==> config.mk <==
export PLATFORM = sky130hd
export DESIGN_NAME = inst_queue_flat
export DESIGN_NICKNAME = d
export VERILOG_FILES = /design/src/rtl/inst_queue_pkg.sv /design/src/rtl/inst_queue_if.sv /design/src/rtl/inst_queue.sv /design/src/flat_wrapper.sv
export SDC_FILE = /design/constraint.sdc
export NUM_CORES = 1
export LEC_CHECK = 0
export CORE_MARGIN = 10
export CORE_UTILIZATION = 45
export DETAILED_ROUTE_END_ITERATION = 10
export GPL_TIMING_DRIVEN = 0
export PLACE_DENSITY = 0.78
export SYNTH_ARGS = -nofsm -noshare
export SYNTH_HDL_FRONTEND = slang
export SYNTH_SLANG_ARGS = --single-unit
==> constraint.sdc <==
create_clock -name clk -period 8.59 [get_ports clk]
set_input_delay 1.718 -clock clk [delete_from_list [all_inputs] [get_ports clk]]
set_output_delay 1.718 -clock clk [all_outputs]
set_load 0.02 [all_outputs]
==> src/rtl/inst_queue_pkg.sv <==
// Shared CPU definitions for the fetch/decode path.
// Contents: address and instruction widths, the NOP encoding, the operand-type
// encoding used by decode, and the {pc, inst} entry type held by the queue.
package inst_queue_pkg;

  localparam int ADDR_W = 32;
  localparam int INST_W = 32;

  localparam logic [INST_W-1:0] INST_NOP = 32'h0000_0013;

  typedef enum logic [1:0] {
    OPND_CONST = 2'b00,
    OPND_REG   = 2'b01,
    OPND_MEM   = 2'b10
  } opnd_type_e;

  typedef struct packed {
    logic [ADDR_W-1:0] pc;
    logic [INST_W-1:0] inst;
  } iq_entry_t;

endpackage

==> src/rtl/inst_queue_if.sv <==
// Handshake bundle between fetch, the instruction queue and decode.
// slave  : the queue view (accepts in_*, flush, out_ready; drives the rest)
// master : the fetch/decode environment view (mirror of slave)
interface inst_queue_if
  import inst_queue_pkg::*;
#(
  parameter int DEPTH = 4
);
  localparam int CNT_W = $clog2(DEPTH) + 1;

  logic              in_valid;
  logic              in_ready;
  logic [ADDR_W-1:0] in_pc;
  logic [INST_W-1:0] in_inst;
  logic              flush;
  logic              out_valid;
  logic              out_ready;
  logic [ADDR_W-1:0] out_pc;
  logic [INST_W-1:0] out_inst;
  logic [CNT_W-1:0]  count;

  modport slave (
    input  in_valid, in_pc, in_inst, flush, out_ready,
    output in_ready, out_valid, out_pc, out_inst, count
  );

  modport master (
    output in_valid, in_pc, in_inst, flush, out_ready,
    input  in_ready, out_valid, out_pc, out_inst, count
  );

endinterface

==> src/rtl/inst_queue.sv <==
// Instruction queue between fetch and decode.
// Buffers up to DEPTH {pc, inst} pairs and presents them in order,
// first-word-fall-through, on a valid/ready handshake. flush discards
// everything so decode never sees wrong-path instructions.
// Ports: clk, rst (async, active-high), q (inst_queue_if.slave).
module inst_queue
  import inst_queue_pkg::*;
#(
  parameter int DEPTH = 4
) (
  input logic         clk,
  input logic         rst,
  inst_queue_if.slave q
);

  localparam int PTR_W = $clog2(DEPTH);
  localparam int CNT_W = $clog2(DEPTH) + 1;

  iq_entry_t        mem_q [DEPTH];
  iq_entry_t        mem_d [DEPTH];
  logic [PTR_W-1:0] wr_ptr_q, wr_ptr_d;
  logic [PTR_W-1:0] rd_ptr_q, rd_ptr_d;
  logic [CNT_W-1:0] count_q, count_d;

  logic in_ready;
  logic out_valid;
  logic push;
  logic pop;

  // Ready depends only on stored occupancy: a full queue refuses a push even
  // if decode pops in the same cycle, keeping out_ready off the in_ready path.
  assign in_ready  = (count_q < CNT_W'(DEPTH));
  assign out_valid = (count_q != '0);
  assign push      = q.in_valid & in_ready;
  assign pop       = out_valid & q.out_ready;

  always_comb begin
    mem_d    = mem_q;
    wr_ptr_d = wr_ptr_q;
    rd_ptr_d = rd_ptr_q;
    count_d  = count_q;
    if (q.flush) begin
      // Storage is left as is; only the bookkeeping is cleared.
      wr_ptr_d = '0;
      rd_ptr_d = '0;
      count_d  = '0;
    end else begin
      if (push) begin
        mem_d[wr_ptr_q] = '{pc: q.in_pc, inst: q.in_inst};
        wr_ptr_d        = wr_ptr_q + PTR_W'(1);
      end
      if (pop) begin
        rd_ptr_d = rd_ptr_q + PTR_W'(1);
      end
      if (push && !pop) begin
        count_d = count_q + CNT_W'(1);
      end else if (pop && !push) begin
        count_d = count_q - CNT_W'(1);
      end
    end
  end

  always_ff @(posedge clk or posedge rst) begin
    if (rst) begin
      for (int i = 0; i < DEPTH; i++) begin
        mem_q[i] <= '0;
      end
      wr_ptr_q <= '0;
      rd_ptr_q <= '0;
      count_q  <= '0;
    end else begin
      mem_q    <= mem_d;
      wr_ptr_q <= wr_ptr_d;
      rd_ptr_q <= rd_ptr_d;
      count_q  <= count_d;
    end
  end

  assign q.in_ready  = in_ready;
  assign q.out_valid = out_valid;
  assign q.out_pc    = mem_q[rd_ptr_q].pc;
  assign q.out_inst  = mem_q[rd_ptr_q].inst;
  assign q.count     = count_q;

endmodule

==> src/flat_wrapper.sv <==
// flat-port wrapper written by rule: the top's interface ports become plain ports
module inst_queue_flat import inst_queue_pkg::*;
#(
  parameter int DEPTH = 4
)
  (clk, rst, q_in_valid, q_in_pc, q_in_inst, q_flush, q_out_ready, q_in_ready, q_out_valid, q_out_pc, q_out_inst, q_count);
  inst_queue_if #(.DEPTH(DEPTH)) q_i ();
  input logic clk;
  input logic rst;
  input wire logic [$bits(q_i.in_valid)-1:0] q_in_valid;
  input wire logic [$bits(q_i.in_pc)-1:0] q_in_pc;
  input wire logic [$bits(q_i.in_inst)-1:0] q_in_inst;
  input wire logic [$bits(q_i.flush)-1:0] q_flush;
  input wire logic [$bits(q_i.out_ready)-1:0] q_out_ready;
  output wire logic [$bits(q_i.in_ready)-1:0] q_in_ready;
  output wire logic [$bits(q_i.out_valid)-1:0] q_out_valid;
  output wire logic [$bits(q_i.out_pc)-1:0] q_out_pc;
  output wire logic [$bits(q_i.out_inst)-1:0] q_out_inst;
  output wire logic [$bits(q_i.count)-1:0] q_count;
  assign q_i.in_valid = q_in_valid;
  assign q_i.in_pc = q_in_pc;
  assign q_i.in_inst = q_in_inst;
  assign q_i.flush = q_flush;
  assign q_i.out_ready = q_out_ready;
  assign q_in_ready = q_i.in_ready;
  assign q_out_valid = q_i.out_valid;
  assign q_out_pc = q_i.out_pc;
  assign q_out_inst = q_i.out_inst;
  assign q_count = q_i.count;
  inst_queue #(.DEPTH(DEPTH)) u_core (.clk(clk), .rst(rst), .q(q_i));
endmodule
; ---- Word-level counts from Yosys, hierarchy flattened
; Cells that the tools add are included.
[totals]
ff_bits = 263
inputBits = 69
word_cells = 47
[op_classes]
add_sub_neg = 4
n_lt_le_gt_ge = 4
n_mux = 13
bitwise_logic = 5
reduce_logical = 10
[ops]
columns = op, n
row1 = $bwmux 256, 1
row2 = $mux 64, 3
row3 = $bmux 64 s2, 1
row4 = $demux 64 s2, 1
row5 = $mux 3, 3
row6 = $mux 2, 4
row7 = $ge 3x3->1 const B, 2
row8 = $not 2->3, 2
row9 = $reduce_bool 3->1, 2
row10 = $add 2x1->2 const B, 2
row11 = $reduce_bool 2->1, 2
row12 = $add 3x1->3 const B, 1
row13 = $logic_and 1x1->1, 3
row14 = $lt 3x1->1 const B, 1
row15 = $lt 3x3->1 const B, 1
row16 = $sub 3x1->3 const B, 1
row17 = $and 1x1->1, 2
row18 = $logic_not 1->1, 2
row19 = $reduce_and 2->1, 1
row20 = $not 1->1, 1

; ---- Longest topological paths before layout
[logic_depth]
depth_word = 7
depth_mapped = 7

; ---- Least setup slack after synthesis
; Ideal clock, no wire load.
[synth_path]
path_type = register to output
startpoint = register u_core.rd_ptr_q[0]
endpoint = output q_out_inst[15]
t_arrival_ns = 1.464
setup_slack_ns = 5.408
path_stages_with_launch = 4
cell_sequence = dfrtp_1 -> buf_1 -> clkbuf_1 -> mux4_2
[synth_between]
elab_chain_cells = 4
[synth_rtl]
columns = item, line_no
row1 = from (decl), inst_queue.sv:22  ; logic [PTR_W-1:0] rd_ptr_q, rd_ptr_d;
row2 = from (signal assigned), inst_queue.sv:74  ; rd_ptr_q <= rd_ptr_d;
row3 = $not 2->3 (not written as such), inst_queue.sv:82  ; assign q.out_inst = mem_q[rd_ptr_q].inst;
row4 = $bmux 64 s2, inst_queue.sv:82
row5 = $mux 64 (2 in a row), --
row6 = to (decl), flat_wrapper.sv:18  ; output wire logic [$bits(q_i.out_inst)-1:0] q_out_inst;
; Every way passes these cells. The select of a mux whose other input is x is not followed.

; ---- Final worst setup path
[layout_path]
startpoint = register u_core.rd_ptr_q[0]
endpoint = output q_out_inst[16]
; Same word-level chain as after synthesis.

==> metrics.md <==
| Metric | Value |
|---|---|
| Final setup vio count | 0 |
| Drt total wl | ~27,000 um |
| Filler cells | around 2,100 |
| Startpoint Class | register |
| Drt drc | 0 |
| Worst-path clk slew | ~0.060 ns |
| Fin crit period | 4.90 ns |
| Final total power | 0.00573 W |
| WP data arrival | 3.18 ns |
| Initial core utilization | between 40 and 50% |
| Synthesized cell area | around 0.013 mm2 |
| Nets@finish | roughly 900 |
| Gr ovfl total | 0 |
| Setup CP Type | reg -> out |
| Die area | around 0.036 mm2 |
| DRT Pass-1 Iters | 4 |
| # diodes | 0 |
| Slew HR | 39.8% |
| Fin Setup TNS | 0 ns |
| Via density | between 5 and 6 |
| Worst-Margin Slew | 0.901 ns |
| Cts bufs inserted | 29 |
| First-pass GRT wire length | about 45,000 um |
| GRT Total Usage | 15.5% |
| Core Area | 0.0279 mm2 |
| Pwr/cell area | about 360 mW/mm2 |
| R2r setup slk | about 6.6 ns |
| Syn-to-layout area delta | 23.7% |
| Clk_lat worst skew | about 0.54 ns |
| Crit-path max FO | 10 |
| Vias in the first global route | roughly 7,400 |
| Hold endpoint | u_core.mem_q[221] |
| Cells after Synth | around 680 |
| Post-synth ARST share | 100% |
| LEAKAGE | approximately 7 nW |
| Routed vias | around 6,500 |
| Row cnt | 61 |
| Period utilization | 57.0% |
| Hold buffers post-CTS | 0 |
| Syn_area_per_cell | 18.9 um2 |
| Peak VDD IR | around 250 uV |
| Post-place instance area | ~0.015 mm2 |
| Yosys warns | 0 |
| Critical Path RT | slightly below 7 ns |
| EDFF count, synth | 0 |
| DRT antenna net count | 0 |
| Antenna violations before repair | 0 |
| WL/cell | roughly 22 um |
| Min-Delay Path Class | reg -> reg |
| H-tree Lvls | 1 |
| Io pins | roughly 140 |
| CTS tree | yes |
| Crit end category | primary output |
| Hold Path Depth | 1 |
| Area of the multi-input gates | between 0.005 and 0.006 mm2 |
| Commonest non-fill, non-tap cell in the layout | dfrtp_1 |
| Max Fclk | 204 MHz |
| Clk buf depth | 3 |
| Syn nets | 753 |
| Clock root buffer master | clkbuf_16 |
| Layout cell share with drive strength beyond 1 | roughly half |
| DR iter-0 viols | 309 |
| Number of port buffers | ~140 |
| Gp weighted congestion | between 0.7 and 0.8 |
| Fin area | around 0.016 mm2 |
| Unique masters post-synth | 32 |
| R2R depth | 6 |
| Register area share after synthesis | around half |
| Die extent in x | between 150 and 200 um |
| Die H | around 190 um |
| CTS Sinks | roughly 260 |
| Final hold vios | 0 |
| Number of setup buffers added after CTS | 0 |
| Hpwl dp | approximately 18,000 um |
| Most frequent cells in the layout | 263 x dfrtp_1, 240 x mux2_4, 136 x clkdlybuf4s50_1, 64 x mux4_2, 34 x buf_12 |
| Max-cap violations | 0 |
| Post-CTS Resized | 0 |
| RSZ-0062 raised after global routing | false |
| Yosys reg bits | ~260 |
| RR Startpoint | u_core.q.count[0] |
| Reg2reg end | u_core.q.count[2] |
| Status | finished, final reports clean |
| Hold_sp | u_core.mem_q[221] |
| Ys flop type | dfrtp_1 |
| Max Slew Vio Count | 0 |
| Sequential cell area | between 0.006 and 0.007 mm2 |
| Final setup skew | 0.0160 ns |
| Largest net degree at the start of global routing | 43 |
==> cell usage after synthesis, types with 2 or more instances <==
| master | n | area [um2] |
|---|---|---|
| clkbuf_1 | 5 | 18.8 |
| inv_1 | 6 | 22.5 |
| mux2_4 | 240 | 3600 |
| a21oi_1 | 3 | 15.0 |
| nor2b_4 | 2 | 27.5 |
| nand3_1 | 3 | 15.0 |
| xor2_1 | 2 | 17.5 |
| dfrtp_1 | 263 | 6580 |
| buf_2 | 8 | 40.0 |
| mux4_2 | 64 | 1440 |
| and2_4 | 4 | 35.0 |
| a21o_1 | 2 | 15.0 |
| ha_1 | 4 | 50.1 |
| o21ai_0 | 4 | 20.0 |
| mux2_2 | 16 | 180 |
| buf_1 | 2 | 7.51 |
| buf_12 | 28 | 561 |
| buf_6 | 2 | 22.5 |
| nor2_1 | 8 | 30.0 |
==> power by group <==
part	switching [W]	internal, W	leakage, nW
clock	0.000510	0.000877	0.526
combinational	0.000834	0.00143	3.07
sequential	0.000307	0.00178	3.31
==> flip-flops by register name, summed over array words and instances, names as in the netlist <==
signal	count
u_core.rd_ptr_q	2
u_core.wr_ptr_q	2
u_core.q.count	3
u_core.mem_q	256
==> stage by stage <==
| stage | hold WS, ns | instances | worst slack, ns | utilization [%] |
|---|---|---|---|---|
| 2_1_floorplan | 0.475 | 679 | 3.40 | - |
| 3_3_place_gp | 0.485 | 1193 | 1.50 | 52.5 |
| 3_5_place_dp | 0.489 | 1199 | 4.24 | 52.9 |
| 4_1_cts | 0.506 | 1252 | 3.65 | 56.8 |
| 5_1_grt | 0.520 | 1252 | 3.57 | 56.8 |
| 6_report | 0.502 | 1252 | 3.69 | 56.8 |
==> kinds of logic (layout without fill, tap and decap cells) <==
group,Yosys count,in the layout,synth area share (%)
compound gates,13,13,0.664
flops,263,263,51.4
xor+xnor,3,3,0.205
mux,321,321,40.8
fa+ha+maj,5,5,0.547
buf+inv,51,246,5.24
simple gates,23,23,1.14
==> worst max-delay path: stages (launching register included) <==
cell	delay, ns
dfrtp_1	0.39
buf_1	0.63
clkbuf_1	0.63
mux4_2	0.44
clkdlybuf4s50_1	0.56
==> cell type report <==
class / count / share of cell area [%]
sequential: 263 / 41.5
multi-input combinational: 365 / 35.1
timing repair buffer: 142 / 9.34
clock buffer: 37 / 5.15
buffer: 45 / 4.10
tap: 378 / 2.98
clock inverter: 16 / 1.66
inverter: 6 / 0.166
==> routing by layer <==
metal	GRT usage, %	vias up	wire length, um
li1	-	2860	-
met1	21.7	3481	12800
met2	24.4	126	12800
met3	3.38	31	1280
met4	2.96	0	464
met5	0	-	0
==> worst max-delay path by stage <==
stage / start / endpoint / slack [ns] / cells after the start
after global placement: rst / u_core.mem_q[193] / 1.50 / 2
final: u_core.rd_ptr_q[0] / q_out_inst[16] / 3.69 / 4
after CTS: u_core.rd_ptr_q[0] / q_out_inst[16] / 3.65 / 4
after global routing: u_core.rd_ptr_q[0] / q_out_inst[16] / 3.57 / 4
after floorplan: rst / u_core.mem_q[0] / 3.40 / 1
after detailed placement: u_core.rd_ptr_q[0] / q_out_inst[16] / 4.24 / 4
No activity file was read; power rests on OpenSTA's default activity.
==> patch 1: new RTL, same flow settings <==
Set the package constant `ADDR_W` to 64 (it was 32).
--- a/src/rtl/inst_queue_pkg.sv
+++ b/src/rtl/inst_queue_pkg.sv
@@ -4,5 +4,5 @@
 package inst_queue_pkg;
 
-  localparam int ADDR_W = 32;
+  localparam int ADDR_W = 64;
   localparam int INST_W = 32;
 
Ports: changed (resized q_in_pc and q_out_pc); port bits go from 138 to 202. No check against the original RTL was run, so the function may have changed too.
==> patch 1 against the original RTL <==
Total power grew 39%. Wire length grew 49%. Register-to-register slack gained 0.06 ns. Sequential cell count grew 128. Non-clock buffer count grew 92. Final area grew 40%. Sequential power grew 46%. Clock skew shrank 0.0079 ns. Synthesized area grew 40%. Count of clock-buffer cells in the layout grew 24. Setup slack gained 0.0012 ns. First-iteration DRC count grew 65%.
==> patch 1: results (changes against the original RTL) <==
worst-path-max-fanout: 10  # unchanged
clk-insertion-delay-late_ns: 0.56  # +0.02 ns
max_slew.worst_pin.slew_ns: 0.720  # -0.181 ns
seq_power_share_pct: 38.0  # +1.7 points
grt_start_max_net_pins: 44  # +2.3%
h-tree-depth: 2  # +1
met1Wirelength_um: 18100  # +41%
grt_use_total_pct: 17.3  # +1.8 points
leakagePower_nw: 9.62  # +39%
buffer_ports.inserted: 200  # +47%
grt_pass1_vias: 11000  # +49%
hpwlAfterDp_um: 27800  # +54%
largest_register_ffs: 384  # +50%
gp_routability_congestion: 0.730  # -1.4%
dr_wl_met3_um: 2630  # +110%
numCtsBuffers: 43  # +48%
postPlaceCellArea_mm2: 0.0208  # +41%
status: "completed"
met3_usage_pct: 5.11  # +1.7 points
finalNetCount: 1353  # +46%
groute.layer.met2.usage_pct: 27.8  # +3.4 points
grt_use_met1_pct: 22.9  # +1.2 points
clock-skew-final_ns: 0.00802  # -0.00794 ns
fraction_of_power_spent_switching_nets_pct: 29.5  # +0.69 points
drt_first_iter_violations: 511  # +65%
global_route_wire_length_before_repair_um: 65100  # +46%
ys_top_cells_by_area: "dfrtp_1 55%, mux2_2 14%, mux2_4 13%, mux4_2 12%, buf_12 2.2%"
timing.critical_path.slowest_stage_cell: "buf_1"
detailroute.via_count: 9605  # +48%
detailroute.wirelength.met2_um: 19500  # +53%
distinct_cells_synth: 33  # +3.1%
clk_root_buffer_cell: "clkbuf_16"
drive_above_1_share_pct: 49.1  # +0.63 points
antenna_found_initial: 3  # +3
crit_path_max_cell_delay_ns: 0.59  # -0.04 ns
power.combinational.fraction_pct: 38.1  # -1.4 points
synth-seq-area-share_pct: 54.6  # +3.2 points
clock_path_buffers: 3  # unchanged
routed.top_layer: "met5"
detail_route.wirelength_um: 40900  # +49%
synth_top_cells_by_count: "391 x dfrtp_1, 224 x mux2_2, 160 x mux2_4"
synth_nets: 1098  # +46%
ir_worst_vdd_mv: 0.212  # -15%
==> patch 1: worst paths after layout <==
kind / to / startpoint / slack, ns / cells after the start
max in group asynchronous: u_core.mem_q[309] / rst / 5.53 / 6
hold / removal: u_core.mem_q[88] / u_core.mem_q[88] / 0.50 / 1
setup reg to reg: u_core.mem_q[266] / u_core.q.count[2] / 6.63 / 7
min in group asynchronous: u_core.mem_q[349] / rst / 1.62 / 2
hold reg to reg: u_core.mem_q[88] / u_core.mem_q[88] / 0.50 / 1
setup / recovery: q_out_inst[28] / u_core.rd_ptr_q[0] / 3.69 / 5
==> patch 1: through the flow <==
step	hold WS, ns	cells	setup WS, ns	total power, mW
6_report	0.499	1803	3.69	7.99
2_1_floorplan	0.475	992	1.61	4.99
3_3_place_gp	0.483	1717	-0.850	6.03
3_5_place_dp	0.488	1727	4.20	6.13
5_1_grt	0.511	1803	3.51	8.42
4_1_cts	0.503	1803	3.60	8.10
==> patch 1: final cells by class <==
cell class                      instances  area [µm²]
Fill cell                            3027       17300
Timing Repair Buffer                  210        2200
Clock inverter                         15         185
Multi-Input combinational cell        525        7390
Clock buffer                           61        1300
Sequential cell                       391        9780
Buffer                                 69         723
Inverter                                7        30.0
Tap cell                              525         657
==> patch 1: logic make-up after synthesis <==
group / Yosys count / synth area share [%]
and+or+nand+nor: 24 / 0.677
buffers and inverters: 76 / 4.18
muxes: 481 / 39.6
DFF: 391 / 54.6
xor gates and xnor gates: 3 / 0.147
adders and majority gates: 5 / 0.391
AOI/OAI and AO/OA: 12 / 0.447
==> patch 1: worst reg2reg max path: stages, from the launching register on <==
cell and delay, ns:
dfrtp_1 0.47, nor2b_1 0.19, buf_6 0.16, and3_1 0.18, buf_6 0.16, buf_12 0.19
buf_12 0.18, mux2_4 0.31
==> patch 2: new RTL, config.mk and constraints unchanged <==
Made on the original files. Make the reset (`rst`) synchronous in one clocked block. Comments in the files are not updated.
--- a/src/rtl/inst_queue.sv
+++ b/src/rtl/inst_queue.sv
@@ -61,5 +61,5 @@
   end
 
-  always_ff @(posedge clk or posedge rst) begin
+  always_ff @(posedge clk) begin
     if (rst) begin
       for (int i = 0; i < DEPTH; i++) begin
Behaviour: differs if rst is asserted again (counterexample within 4 cycles, from zero or initial values and one cycle with rst high); with rst held inactive, the same outputs for 4 cycles.
==> patch 2 against the original RTL <==
Wire length grew 14%. Setup slack gained 0.42 ns. Non-clock buffer count grew 50. Final area shrank 16%. Critical endpoint is now q_out_inst[31]. Largest cell class unchanged. Die area shrank 14%. Sequential cell count is the same. Synthesized area shrank 16%.
Power is not compared: it rests on default switching activity, and its combinational part moved more than twofold at a synthesized area within 25%.
==> patch 2: results (changes against the original RTL) <==
status: "completed"
setup.worst_path.end: "q_out_inst[31]"
synth_compound_gate_area_share_pct: 12.1  # +11 points
layout.clock.cell_area_share_pct: 6.39  # -0.41 points
rows: 56  # -8.2%
grt_use_total_pct: 19.6  # +4.2 points
global_route_wire_length_before_repair_um: 49700  # +11%
sh_seq_area_pct: 39.3  # -2.2 points
detail_route.wirelength_um: 31200  # +14%
met3_usage_pct: 4.14  # +0.76 points
crit_path_max_cell_delay_ns: 0.58  # -0.05 ns
ys_top_cells_by_area: "dfxtp_1 49%, nand2_1 18%, mux4_2 13%, a21oi_1 12%, clkbuf_1 1.7%"
relSlewSlack_pct: 46.5  # +6.7 points
clock-skew-final_ns: 0.00911  # -0.00685 ns
non_clock_inverter_count: 4  # -2
hold-path-endpoint: "u_core.mem_q[100]"
dpl.cell_count: 1690  # +41%
worst_hold_check_slack_ns: 0.452  # -0.0500 ns
max_clock_freq_mhz: 223  # +9.4%
multi_input_comb_area_mm2: 0.00496  # -11%
area.growth.synth_to_final_pct: 24.3
groute.layer.met2.usage_pct: 33.3  # +8.9 points
signal_buffer_area_fraction_pct: 14.1  # +0.69 points
distinct_cells_synth: 26  # -19%
synth_async_sr_flop_share_pct: 0  # -100 points
worst_setup_path_startpoint: "u_core.rd_ptr_q[1]"
-- patch 2: changes by cell type after synthesis, sizes merged, moves of 3 or more --
cell	change
a21oi	+254
mux2	-256
and4bb	+3
nand3	-3
buf	+11
and2	-5
clkbuf	+45
nand4bb	+4
o21ai	-3
dfrtp	-263
dfxtp	+263
nand2	+511
-- patch 2: worst register-to-register path: stages (launching register included) --
cell	delay, ns
dfxtp_1	0.38
buf_2	0.21
o31ai_1	0.38
ha_1	0.26
inv_1	0.07
fa_1	0.37
xor2_1	0.18
or3_1	0.32
a21oi_1	0.14
-- patch 2: layer usage --
| metal | share of wire (%) | vias to the layer above |
|---|---|---|
| met5 | 0 | - |
| met4 | 2.7 | 0 |
| met3 | 7.8 | 69 |
| met2 | 49 | 386 |
| met1 | 41 | 4505 |
| li1 | - | 4473 |
-- patch 2: report_power, final --
group          switching [mW]  internal [mW]
sequential             0.0149           1.24
combinational           0.154          0.123
clock                   0.483          0.665
total                   0.652           2.03
